[config.mk]
export PLATFORM = sky130hd
export DESIGN_NAME = dct_8_stage_4_pipe
export DESIGN_NICKNAME = d
export VERILOG_FILES = /design/src/rtl/dct_pkg.sv /design/src/rtl/dct_8_stage_4_pipe_stage.sv /design/src/rtl/dct_8_stage_4_pipe.sv
export SDC_FILE = /design/constraint.sdc
export NUM_CORES = 2
export LEC_CHECK = 0
export ABC_AREA = 1
export ABC_CLOCK_PERIOD_IN_PS = 95200
export BUFFER_PORTS_ARGS = -buffer_cell sky130_fd_sc_hd__buf_2
export CELL_PAD_IN_SITES_DETAIL_PLACEMENT = 0
export CELL_PAD_IN_SITES_GLOBAL_PLACEMENT = 2
export CORE_ASPECT_RATIO = 0.5
export CORE_MARGIN = 1
export CORE_UTILIZATION = 34
export DETAILED_ROUTE_END_ITERATION = 12
export GPL_TIMING_DRIVEN = 0
export PLACE_DENSITY = 0.82
export SYNTH_ARGS = -nofsm -noshare
export SYNTH_HDL_FRONTEND = slang
export SYNTH_SLANG_ARGS = --single-unit
[constraint.sdc]
create_clock -name clk -period 95.2 [get_ports clk]
set_input_delay 9.52 -clock clk [delete_from_list [all_inputs] [get_ports clk]]
set_output_delay 9.52 -clock clk [all_outputs]
set_load 0.01 [all_outputs]
[src/rtl/dct_pkg.sv]
// Shared lane geometry and signed clamp helper for the pipelined
// 8-point DCT stage-4 butterfly.
package dct_pkg;

   localparam int DCT_LANES = 8;
   localparam int L0 = 0;
   localparam int L1 = 1;
   localparam int L2 = 2;
   localparam int L3 = 3;
   localparam int L4 = 4;
   localparam int L5 = 5;
   localparam int L6 = 6;
   localparam int L7 = 7;

   // Extra bits on top of LANE_W+SHIFT so that x<<S - d<<S never overflows.
   localparam int WIDE_GUARD = 3;
   // Carrier width for sat_to_w; must cover LANE_W+SHIFT+WIDE_GUARD.
   localparam int MAX_WIDE_W = 128;

   function automatic logic signed [MAX_WIDE_W-1:0] sat_to_w(
      input logic signed [MAX_WIDE_W-1:0] value,
      input int                           width
   );
      logic signed [MAX_WIDE_W-1:0] hi;
      logic signed [MAX_WIDE_W-1:0] lo;
      hi = (MAX_WIDE_W'(1) << (width - 1)) - MAX_WIDE_W'(1);
      lo = ~hi;
      if (value > hi)
         return hi;
      else if (value < lo)
         return lo;
      else
         return value;
   endfunction

endpackage

[src/rtl/dct_8_stage_4_pipe_stage.sv]
// One valid/ready register slice; accepts whenever it is empty or its
// consumer is draining it in the same cycle.
module dct_elastic_stage #(
   parameter int W = 8
) (
   input  logic         clk,
   input  logic         rst,
   input  logic         up_valid,
   output logic         up_ready,
   input  logic [W-1:0] up_data,
   output logic         dn_valid,
   input  logic         dn_ready,
   output logic [W-1:0] dn_data
);

   logic         vld;
   logic [W-1:0] data;

   assign up_ready = !vld || dn_ready;
   assign dn_valid = vld;
   assign dn_data  = data;

   always_ff @(posedge clk or posedge rst) begin
      if (rst) begin
         vld  <= 1'b0;
         data <= '0;
      end else if (up_ready) begin
         vld <= up_valid;
         if (up_valid)
            data <= up_data;
      end
   end

endmodule

[src/rtl/dct_8_stage_4_pipe.sv]
// Two-slice elastic DCT stage-4 butterfly: slice A holds {sat, x6-x4, x},
// slice B holds the finished lanes and drives the outputs directly.
module dct_8_stage_4_pipe
   import dct_pkg::*;
#(
   parameter int LANE_W = 64,
   parameter int SHIFT  = 4,
   parameter int CNT_W  = 32
) (
   input  logic                        clk,
   input  logic                        rst,
   input  logic [DCT_LANES*LANE_W-1:0] i_data_in,
   input  logic                        i_valid,
   output logic                        i_ready,
   input  logic                        cfg_sat,
   output logic [DCT_LANES*LANE_W-1:0] o_data_out,
   output logic                        o_valid,
   input  logic                        o_ready,
   output logic [CNT_W-1:0]            o_beat_cnt
);

   localparam int VEC_W  = DCT_LANES * LANE_W;
   localparam int D_W    = LANE_W + 1;
   localparam int A_W    = VEC_W + D_W + 1;
   localparam int WIDE_W = LANE_W + SHIFT + WIDE_GUARD;

   // Handshake: a beat moves across a boundary on the rising edge where
   // valid && ready are both high; valid never depends on ready, and a
   // slice is ready when empty or when its own beat leaves that same edge.
   logic                     ready_a;
   logic                     ready_b;
   logic                     valid_a;
   logic [A_W-1:0]           a_in;
   logic [A_W-1:0]           a_q;
   logic signed [D_W-1:0]    d_in;
   logic [VEC_W-1:0]         a_x;
   logic signed [D_W-1:0]    a_d;
   logic                     a_sat;
   logic [VEC_W-1:0]         b_in;
   logic signed [WIDE_W-1:0] x4_w;
   logic signed [WIDE_W-1:0] x6_w;
   logic signed [WIDE_W-1:0] d_w;
   logic signed [WIDE_W-1:0] w2;
   logic signed [WIDE_W-1:0] w4;
   logic signed [WIDE_W-1:0] w5;
   logic signed [WIDE_W-1:0] w6;

   // Low LANE_W bits of the exact result are the modulo answer; saturation
   // only differs when the exact result leaves the signed lane range.
   function automatic logic [LANE_W-1:0] finish_lane(
      input logic signed [WIDE_W-1:0] v,
      input logic                     sat
   );
      logic signed [MAX_WIDE_W-1:0] c;
      c = sat_to_w(MAX_WIDE_W'(v), LANE_W);
      return sat ? c[LANE_W-1:0] : v[LANE_W-1:0];
   endfunction

   always_comb begin
      d_in = D_W'(signed'(i_data_in[L6*LANE_W +: LANE_W]))
           - D_W'(signed'(i_data_in[L4*LANE_W +: LANE_W]));
      a_in = {cfg_sat, d_in, i_data_in};
   end

   assign i_ready = ready_a && !rst;

   dct_elastic_stage #(.W(A_W)) u_stage_a (
      .clk      (clk),
      .rst      (rst),
      .up_valid (i_valid),
      .up_ready (ready_a),
      .up_data  (a_in),
      .dn_valid (valid_a),
      .dn_ready (ready_b),
      .dn_data  (a_q)
   );

   assign a_x   = a_q[VEC_W-1:0];
   assign a_d   = a_q[VEC_W +: D_W];
   assign a_sat = a_q[A_W-1];

   always_comb begin
      x4_w = WIDE_W'(signed'(a_x[L4*LANE_W +: LANE_W]));
      x6_w = WIDE_W'(signed'(a_x[L6*LANE_W +: LANE_W]));
      d_w  = WIDE_W'(a_d);
      w2   = WIDE_W'(signed'(a_x[L2*LANE_W +: LANE_W])) <<< SHIFT;
      w5   = WIDE_W'(signed'(a_x[L5*LANE_W +: LANE_W])) <<< SHIFT;
      w4   = (x4_w <<< SHIFT) - (d_w <<< SHIFT);
      w6   = (x6_w <<< SHIFT) - (d_w <<< SHIFT);
      b_in = a_x;
      b_in[L2*LANE_W +: LANE_W] = finish_lane(w2, a_sat);
      b_in[L4*LANE_W +: LANE_W] = finish_lane(w4, a_sat);
      b_in[L5*LANE_W +: LANE_W] = finish_lane(w5, a_sat);
      b_in[L6*LANE_W +: LANE_W] = finish_lane(w6, a_sat);
   end

   dct_elastic_stage #(.W(VEC_W)) u_stage_b (
      .clk      (clk),
      .rst      (rst),
      .up_valid (valid_a),
      .up_ready (ready_b),
      .up_data  (b_in),
      .dn_valid (o_valid),
      .dn_ready (o_ready),
      .dn_data  (o_data_out)
   );

   always_ff @(posedge clk or posedge rst) begin
      if (rst)
         o_beat_cnt <= '0;
      else if (o_valid && o_ready)
         o_beat_cnt <= o_beat_cnt + CNT_W'(1);
   end

endmodule
==> out/qor.yml <==
sta:
  report.final.slew_viol_count: 0
  setup_violations: 0
  whs_ps: 459
  hold_violations: 0
  max_freq_mhz: 45.3
  period_share_pct: 23.2
  setup_slack_ps: 73120
  layout_min_cycle_time_ps: 22080
  skew_ps: 50.8
  max_slew_margin_pct: 0.716
  fin_setup_tns_ps: 0
  grt_setup_unrepaired: "false"
  worstMarginPinSlew_ps: 1470
critical_path:
  critical-path-max-stage-delay_ps: 470
  worstPathCellList: "buf_2, inv_8, buf_16, buf_16, buf_16, buf_16, nand2_1, inv_1, buf_2"
  end_kind: "output port"
  ff2ff_setup_slack_ps: 90440
  path_max_fanout: 116
  crit_buf_inv: 8
  critPathTopFamily: "buffers and inverters"
  startpoint_type: "primary input"
  r2r_cells: 20
  path_class: "primary input to output port"
  r2r-end: "u_stage_b.dn_data[301]$_DFFE_PP0P_"
  required_ps: 85680
  cp.arrival_ps: 12560
  crit_slowest_cell: "buf_16"
  rr_startpoint: "u_stage_a.dn_data[512]$_DFFE_PP0P_"
  crit_top_cell: "buf_16"
flow_run:
  max_cap_violations: 1
clocking:
  tritoncts: "done"
  cts_resized: 0
  ctsHoldBuffers: 0
  clock_path_buffers: 3
  clkLatencyLatePin_ps: 730
  cts_root_buf: "clkbuf_16"
  clkTransAtPathRegs_ps: 70
  cts_sinks: 1112
  htree_levels: 3
  post_cts_buffers: 0
  cts_made_buffers: 107
grt:
  first_global_vias: 52286
  grt_max_degree: 117
  grt_antenna_before_repair: 48
  grt_pass1_wl_um: 348000
  grt_use_total_pct: 27.8
  grt-ovfl-total: 0
logic_synthesis:
  yosysMostFrequentCell: "nand2_1"
  synth_area_leaders: "dfrtp_1 49%, nand2_1 21%, inv_1 5.0%"
  synth_top_area_cell: "dfrtp_1"
  synth-main-ff-cell: "dfrtp_1"
  ys_seq_area_share_pct: 49.0
  postSynthCellCount: 7595
  syn_area_um2: 56800
  yosys.area.top_type_share_pct: 49.0
  async_flop_share_pct: 100
  synthDistinctLibCells: 47
  syn_area_per_cell_um2: 7.48
  synth_common_cells: "3,208 x nand2_1, 1,112 x dfrtp_1, 764 x inv_1, 592 x nor2_1, 509 x a21oi_1"
  ys_warn_count: 0
  ys_ff_latch: 1112
  synth_edf_count: 0
  synthesis.nets: 8310
drt:
  wl_per_cell_um: 21.4
  route.vias.total: 52956
  drc: 0
  vias_per_cell: 4.77
  first_pass_iters: 6
  drt-total-wl_um: 238000
  drtIter0Drc: 4168
  drtAntennaViolNets: 0
placement:
  gp_congestion: 0.954
  pre_cts_slack_ps: 72940
  postPlaceCellArea_um2: 65200
  hpwl_um: 193000
  io_buffers: 1062
final_layout:
  area_delta_synth_final_pct: 21.5
  final_area_um2: 69000
  drive_gt1_share_pct: 15.7
  n_fill_cell: 17850
  nNetsFinal: 9492
hold_path:
  hold_depth: 2
  holdPathEnd: "u_stage_b.dn_data[252]$_DFFE_PP0P_"
  min_from: "u_stage_a.dn_data[252]$_DFFE_PP0P_"
  hold_path.class: "flop to flop"
die:
  die_h_um: 291
  ios: 1063
  coreArea_um2: 165000
  die_x_um: 580
  die_area_um2: 169000
  start_util_pct: 34.5
  floorplan.rows: 105
run_status:
  violations: "max-capacitance violations"
  status: "complete, but fails checks"
pwr:
  p_total_uw: 1820
  p_leak_uw: 0.0373
  peakVddDrop_v: 0.0000152
  powerDensity_nw_per_um2: 26.4
[layer usage]
layer | vias to the layer above | GRT usage, % | routed length [um]
met1 | 25185 | 37.6 | 106000
met2 | 1390 | 45.1 | 109000
met4 | 24 | 7.65 | 7020
met5 | - | 0 | 139
met3 | 317 | 5.73 | 16200
li1 | 26040 | - | -
[flip-flops by register name (all words and copies together), names as in the netlist]
signal / count
u_stage_b.dn_data: 500
u_stage_b.dn_valid: 1
u_stage_a.dn_data: 578
u_stage_a.dn_valid: 1
o_beat_cnt: 32
[per-stage QoR]
| step | utilization, % | std cells |
|---|---|---|
| finish | 41.9 | 11091 |
| CTS | 41.8 | 11064 |
| global placement | 39.3 | 10850 |
| global route | 41.8 | 11074 |
| floorplan | - | 7595 |
| detailed placement | 39.5 | 10861 |
[final cells by class]
cell class                 count  area (um2)  area share, %
sequential                  1112       27800           40.3
multi-input combinational   5428       24900           36.1
timing repair buffer        1073        5610           8.13
clock buffer                 139        3000           4.34
inverter                     782        2940           4.26
tap                         2193        2740           3.98
buffer                       273        1160           1.68
clock inverter                64         772           1.12
antenna                       27        67.6         0.0979
[cells in the final DEF (no fill, tap or decap), types with 34 or more instances in the layout]
master / netlist / final
a21oi_1: 509 / 509
a31oi_1: 45 / 45
buf_2: 13 / 1076
clkbuf_1: 225 / 230
clkbuf_16: 0 / 107
dfrtp_1: 1112 / 1112
ha_1: 195 / 195
inv_1: 764 / 763
nand2_1: 3208 / 3208
nand3_1: 137 / 137
nor2_1: 592 / 592
nor3_1: 38 / 38
o21ai_0: 374 / 374
o21bai_1: 34 / 34
xnor2_1: 59 / 59
xor2_1: 90 / 90
[how the worst max path moves through the flow]
stage | start | to | slack (ps) | cells after the start
2_1_floorplan | rst | i_ready | 52530 | 3
3_3_place_gp | rst | u_stage_a.dn_data[38]$_DFFE_PP0P_ | 39180 | 2
3_5_place_dp | rst | i_ready | 72940 | 9
4_1_cts | rst | i_ready | 72930 | 9
5_1_grt | rst | i_ready | 72650 | 9
6_report | rst | i_ready | 73120 | 9
[worst register-to-register path, delay by kind of cell, from the launching register on]
family / cells / cell delay, ps
AOI/OAI and AO/OA: 2 / 1070
adders and majority gates: 2 / 620
and+or+nand+nor: 14 / 1890
DFF: 1 / 430
buffers and inverters: 2 / 590
[power breakdown]
| part | leakage, uW | switching (uW) | internal (uW) | total, uW |
|---|---|---|---|---|
| Clock | 0.00184 | 210 | 255 | 465 |
| Combinational | 0.0220 | 482 | 226 | 708 |
| Sequential | 0.0134 | 64.2 | 587 | 651 |
[cell families (layout without fill, tap and decap cells)]
group / Yosys count / in the layout / synth area share, %
buffers and inverters: 1055 / 2331 / 7.19
AO/OA/AOI/OAI: 1004 / 1004 / 9.30
flip-flops: 1112 / 1112 / 49.0
adder cells (fa/ha/maj): 198 / 198 / 4.40
XOR/XNOR: 149 / 149 / 2.30
AND/OR/NAND/NOR: 4077 / 4077 / 27.8
other: 0 / 27 / 0
Note: power is estimated with default switching activity, not from simulation.
